File: src/rtl/fire_scheduler.sv
// fire_scheduler: round-robin fire arbiter with per-mode cooldown, ammo tracking and timed reload
module fire_scheduler #(
    parameter int AMMO_MAX   = 8,
    parameter int CD_SPRAY   = 4,
    parameter int CD_NARROW  = 2,
    parameter int RELOAD_CYC = 16
) (
    input  logic        clk,
    input  logic        reset_n,
    input  logic        req0,
    input  logic        req1,
    input  logic [3:0]  angle0,
    input  logic [3:0]  angle1,
    input  logic [1:0]  mode0,
    input  logic [1:0]  mode1,
    input  logic        reload_req,
    output logic        fire,
    output logic [3:0]  fire_angle,
    output logic [1:0]  fire_mode,
    output logic        ack0,
    output logic        ack1,
    output logic [3:0]  ammo,
    output logic        busy,
    output logic [1:0]  state,
    output logic [15:0] shots_fired
);
    typedef enum logic [1:0] {IDLE, ISSUE, COOLDOWN, RELOAD} state_t;

    localparam logic [3:0] AMMO_FULL   = 4'(AMMO_MAX);
    localparam logic [3:0] CD_S_LAST   = 4'(CD_SPRAY - 1);
    localparam logic [3:0] CD_N_LAST   = 4'(CD_NARROW - 1);
    localparam logic [7:0] RELOAD_LAST = 8'(RELOAD_CYC - 1);

    state_t     cur, nxt;
    logic [3:0] cd_cnt;
    logic [7:0] rl_cnt;
    logic       last_gnt;
    logic       v0, v1, win1, grant, cd_done, rl_done;

    assign state = cur;
    assign busy  = cur != IDLE;

    // Request qualification, round-robin winner and next-state selection
    always_comb begin
        v0      = req0 && !mode0[1];
        v1      = req1 && !mode1[1];
        win1    = v1 && (!v0 || !last_gnt);
        cd_done = cd_cnt == (fire_mode[0] ? CD_N_LAST : CD_S_LAST);
        rl_done = rl_cnt == RELOAD_LAST;
        grant   = 1'b0;
        nxt     = cur;
        case (cur)
            IDLE: begin
                if (ammo == 4'd0 || (reload_req && ammo < AMMO_FULL)) begin
                    nxt = RELOAD;
                end else if (v0 || v1) begin
                    nxt   = ISSUE;
                    grant = 1'b1;
                end
            end
            ISSUE:    nxt = COOLDOWN;
            COOLDOWN: nxt = cd_done ? IDLE : COOLDOWN;
            RELOAD:   nxt = rl_done ? IDLE : RELOAD;
            default:  nxt = IDLE;
        endcase
    end

    // State register
    always_ff @(posedge clk or negedge reset_n) begin
        if (!reset_n) cur <= IDLE;
        else          cur <= nxt;
    end

    // Cooldown and reload counters run only in their own state, so they are zero on entry
    always_ff @(posedge clk or negedge reset_n) begin
        if (!reset_n) begin
            cd_cnt <= 4'd0;
            rl_cnt <= 8'd0;
        end else begin
            cd_cnt <= (cur == COOLDOWN) ? cd_cnt + 4'd1 : 4'd0;
            rl_cnt <= (cur == RELOAD) ? rl_cnt + 8'd1 : 8'd0;
        end
    end

    // Grant side effects land on the edge entering ISSUE so fire/ack/ammo are visible during ISSUE
    always_ff @(posedge clk or negedge reset_n) begin
        if (!reset_n) begin
            fire        <= 1'b0;
            ack0        <= 1'b0;
            ack1        <= 1'b0;
            fire_angle  <= 4'd0;
            fire_mode   <= 2'd0;
            ammo        <= AMMO_FULL;
            shots_fired <= 16'd0;
            last_gnt    <= 1'b1;
        end else begin
            fire <= grant;
            ack0 <= grant && !win1;
            ack1 <= grant && win1;
            if (grant) begin
                fire_angle  <= win1 ? angle1 : angle0;
                fire_mode   <= win1 ? mode1 : mode0;
                ammo        <= ammo - 4'd1;
                shots_fired <= shots_fired + {15'd0, shots_fired != 16'hFFFF};
                last_gnt    <= win1;
            end else if (cur == RELOAD && rl_done) begin
                ammo <= AMMO_FULL;
            end
        end
    end
endmodule

File: config.mk
export PLATFORM = sky130hd
export DESIGN_NAME = fire_scheduler
export DESIGN_NICKNAME = d
export VERILOG_FILES = /design/src/rtl/fire_scheduler.sv
export SDC_FILE = /design/constraint.sdc
export NUM_CORES = 1
export LEC_CHECK = 0
export CAP_MARGIN = 25
export CELL_PAD_IN_SITES_DETAIL_PLACEMENT = 2
export CELL_PAD_IN_SITES_GLOBAL_PLACEMENT = 2
export CORE_MARGIN = 4
export CORE_UTILIZATION = 33
export DETAILED_ROUTE_END_ITERATION = 10
export PLACE_DENSITY = 0.82
export SETUP_SLACK_MARGIN = 0.2
export SLEW_MARGIN = 20
export SYNTH_ARGS = -nofsm -noshare
export SYNTH_HDL_FRONTEND = slang
export SYNTH_SLANG_ARGS = --single-unit
File: constraint.sdc
create_clock -name clk -period 2.94 [get_ports clk]
set_input_delay 0.294 -clock clk [delete_from_list [all_inputs] [get_ports clk]]
set_output_delay 0.294 -clock clk [all_outputs]
set_load 0.02 [all_outputs]
==> out/results.tsv <==
metric	value	unit
run status	finished with violations	
failing checks	negative hold slack	
Max VDD drop	402.5	µV
placed cell area	0.002604	mm²
register area	0.001104	mm²
fill count	629	
synth warn	0	
GRT Util Overall	15.51	%
Seq pwr share	42.9	%
ys async rst share	100.0	%
top post-synthesis cells by area	dfrtp_1 (51%), xnor2_1 (5.9%), ha_1 (4.2%), xor2_1 (3.8%), nand3_1 (2.9%)	
CTS buffer count	5	
Num Clock Sinks	44	
core footprint	0.005991	mm²
list of most frequent post-synthesis cells	dfrtp_1 (42), nand2_1 (15), nor2_1 (15)	
postcts setup bufs	0	
layout cells sized above 1	9.016	%
Post-Route Setup TNS	0	ns
Via density	4.991	
WHS	-0.01108	ns
Die Y-Extent	87.07	µm
I/O pin count	49	
Antenna Diode Count	0	
initial DRC count	35	
WS Path Type	register to register	
logic gate share of total power	34.7	%
Port Buffer Count	48	
crit path DAT	2.38	ns
routed len/inst	16.60	µm
Switch Pwr	739.2	µW
maxcap violations	0	
TritonRoute pass-1 iters	4	
Final Hold Violating Endpoints	4	
share of the synthesized area in the top cell type	50.94	%
Root Driver	clkbuf_8	
RSZ-0062 raised after global routing	no	
die area	0.007581	mm²
CP endpoint kind	register	
Skew-Pair Late Insertion Delay	0.30	ns
Setup Viol. Count Final	0	
Tightest Pin Transition	0.5884	ns
dpl ws	0.7420	ns
post-route cell area	0.002718	mm²
Final Max Tran Viols	0	
Initial Util	34.44	%
area of the multi-input gates	889.6	µm²
clock share of power	22.4	%
Detailed Route WL	5296	µm
skew final	0.01044	ns
gr ovfl total	0	
normalized max-slew margin	60.77	%
#FFs+latches synth	44	
Setup WS post-layout	0.7411	ns
Synth area leader	dfrtp_1	
hold buffers post-CTS	0	
worst-path maximum fanout	16	
Hold Path Class	input port to async pin	
Pwr Density	766.8	mW/mm²
count leader, synth	dfrtp_1	
period utilization	74.79	%
Die W	87.07	µm
nets	267	
Reg2Reg Depth	8	
internal power	1.345	mW
Worst-path clk slew	0.09	ns
DRC	0	
HPWL Detailed	3990	µm
Row Count	28	
LEAKAGE	1.260	nW
sw frac	35.47	%
Final GP Congestion	0.7533	
Post-synth EDFFs	0	
Post-Syn Instances	192	
register area share after synthesis	53.49	%
largest net degree at the start of global routing	45	
Syn Area/Cell	10.75	µm²
vias after detailed routing	1592	
initial antenna violation count	0	
syn_nets	216	
CTS H-tree depth	2	
Fmax	454.8	MHz
Cell Area, Synth	0.002063	mm²
first-pass GRT wire length	9080	µm
CTS max path bufs	2	
post-CTS sizing	0	
vias in the first global route	1798	
CTS tree	built	
crit start category	register	
antenna-violating nets left	0	
area grow syn2layout	31.72	%
Top FF cell, synth	dfrtp_1	
CP required	3.12	ns
fin crit period	2.199	ns
Distinct cells, synth	37	
## cell type report
class | count | share of cell area (%)
clock buffer | 5 | 2.532
clock inverter | 3 | 1.565
inverter | 9 | 1.243
multi-input combinational | 134 | 32.73
sequential | 44 | 40.61
tap | 75 | 3.453
timing repair buffer | 49 | 17.86
## registers in the layout (all words and copies together), names as in the netlist
signal and flops:
fire_angle 4, ammo 4, rl_cnt 8, ack0 1, ack1 1, cd_cnt 4, last_gnt 1, fire_mode 2
shots_fired 16, fire 1, state 2
## path summary, 6_finish.rpt
check / start / to / slack (ns)
worst min register to register: rl_cnt[0] / rl_cnt[0] / 0.46
worst max register to register: ammo[0] / shots_fired[14] / 0.74
worst min-delay path: reset_n / cd_cnt[2] / -0.01
max in group asynchronous: reset_n / fire / 2.54
min in group clk: rl_cnt[0] / rl_cnt[0] / 0.46
worst max-delay path: ammo[0] / shots_fired[14] / 0.74
## routing by layer
layer | track usage [%] | share of wire, % | up-vias
met5 | 0 | 0 | -
met4 | 4.249 | 0.94 | 0
met3 | 3.879 | 5.1 | 4
met2 | 26.02 | 51 | 36
met1 | 19.82 | 43 | 799
li1 | - | - | 753
## critical path, cell delays in order (launching register included)
cell	delay [ns]
dfrtp_1	0.41
inv_1	0.09
ha_1	0.21
nor2b_1	0.13
o21a_1	0.20
nand3b_2	0.37
inv_2	0.33
nand4_1	0.17
xnor2_1	0.15
## power by group through the flow
| stage | logic (mW) | registers, mW | clock network (mW) |
|---|---|---|---|
| 6_report | 0.723 | 0.895 | 0.466 |
| 3_5_place_dp | 0.738 | 0.909 | 0 |
| 4_1_cts | 0.743 | 0.898 | 0.480 |
| 3_3_place_gp | 0.704 | 0.898 | 0 |
| 5_1_grt | 0.811 | 0.922 | 0.512 |
| 2_1_floorplan | 0.292 | 0.988 | 0 |
## stage by stage
stage | hold WS (ns) | power (mW) | std cells | util [%]
2_1_floorplan | -0.001591 | 1.280 | 192 | -
3_3_place_gp | 0.4437 | 1.603 | 311 | 43.46
3_5_place_dp | 0.4488 | 1.647 | 311 | 43.46
4_1_cts | 0.2007 | 2.122 | 319 | 45.32
5_1_grt | 0.01940 | 2.245 | 319 | 45.36
6_report | -0.01108 | 2.084 | 319 | 45.36
## cells by family after synthesis
logic type,share of synthesized area [%]
AND/OR/NAND/NOR,20.74
flip-flops,53.49
XOR/XNOR,9.764
AO/OA/AOI/OAI,5.943
buffers and inverters,3.396
adder cells (fa/ha/maj),4.245
multiplexers,2.426
## layout by cell type (no fill, tap or decap), types with 2 or more instances in the layout
cell / synthesis / layout
and2_1: 4 / 4
and3_1: 9 / 9
buf_4: 0 / 2
clkbuf_8: 1 / 5
clkdlybuf4s50_1: 0 / 47
dfrtp_1: 42 / 42
dfstp_2: 2 / 2
ha_1: 7 / 7
inv_1: 8 / 8
mux2i_1: 5 / 5
nand2_1: 15 / 15
nand2b_1: 4 / 4
nand3_1: 12 / 12
nand4_1: 9 / 9
nor2_1: 15 / 15
nor2b_1: 2 / 2
nor3_1: 4 / 4
o21ai_0: 9 / 9
xnor2_1: 14 / 14
xor2_1: 9 / 9
No activity file was read; power rests on OpenSTA's default activity.
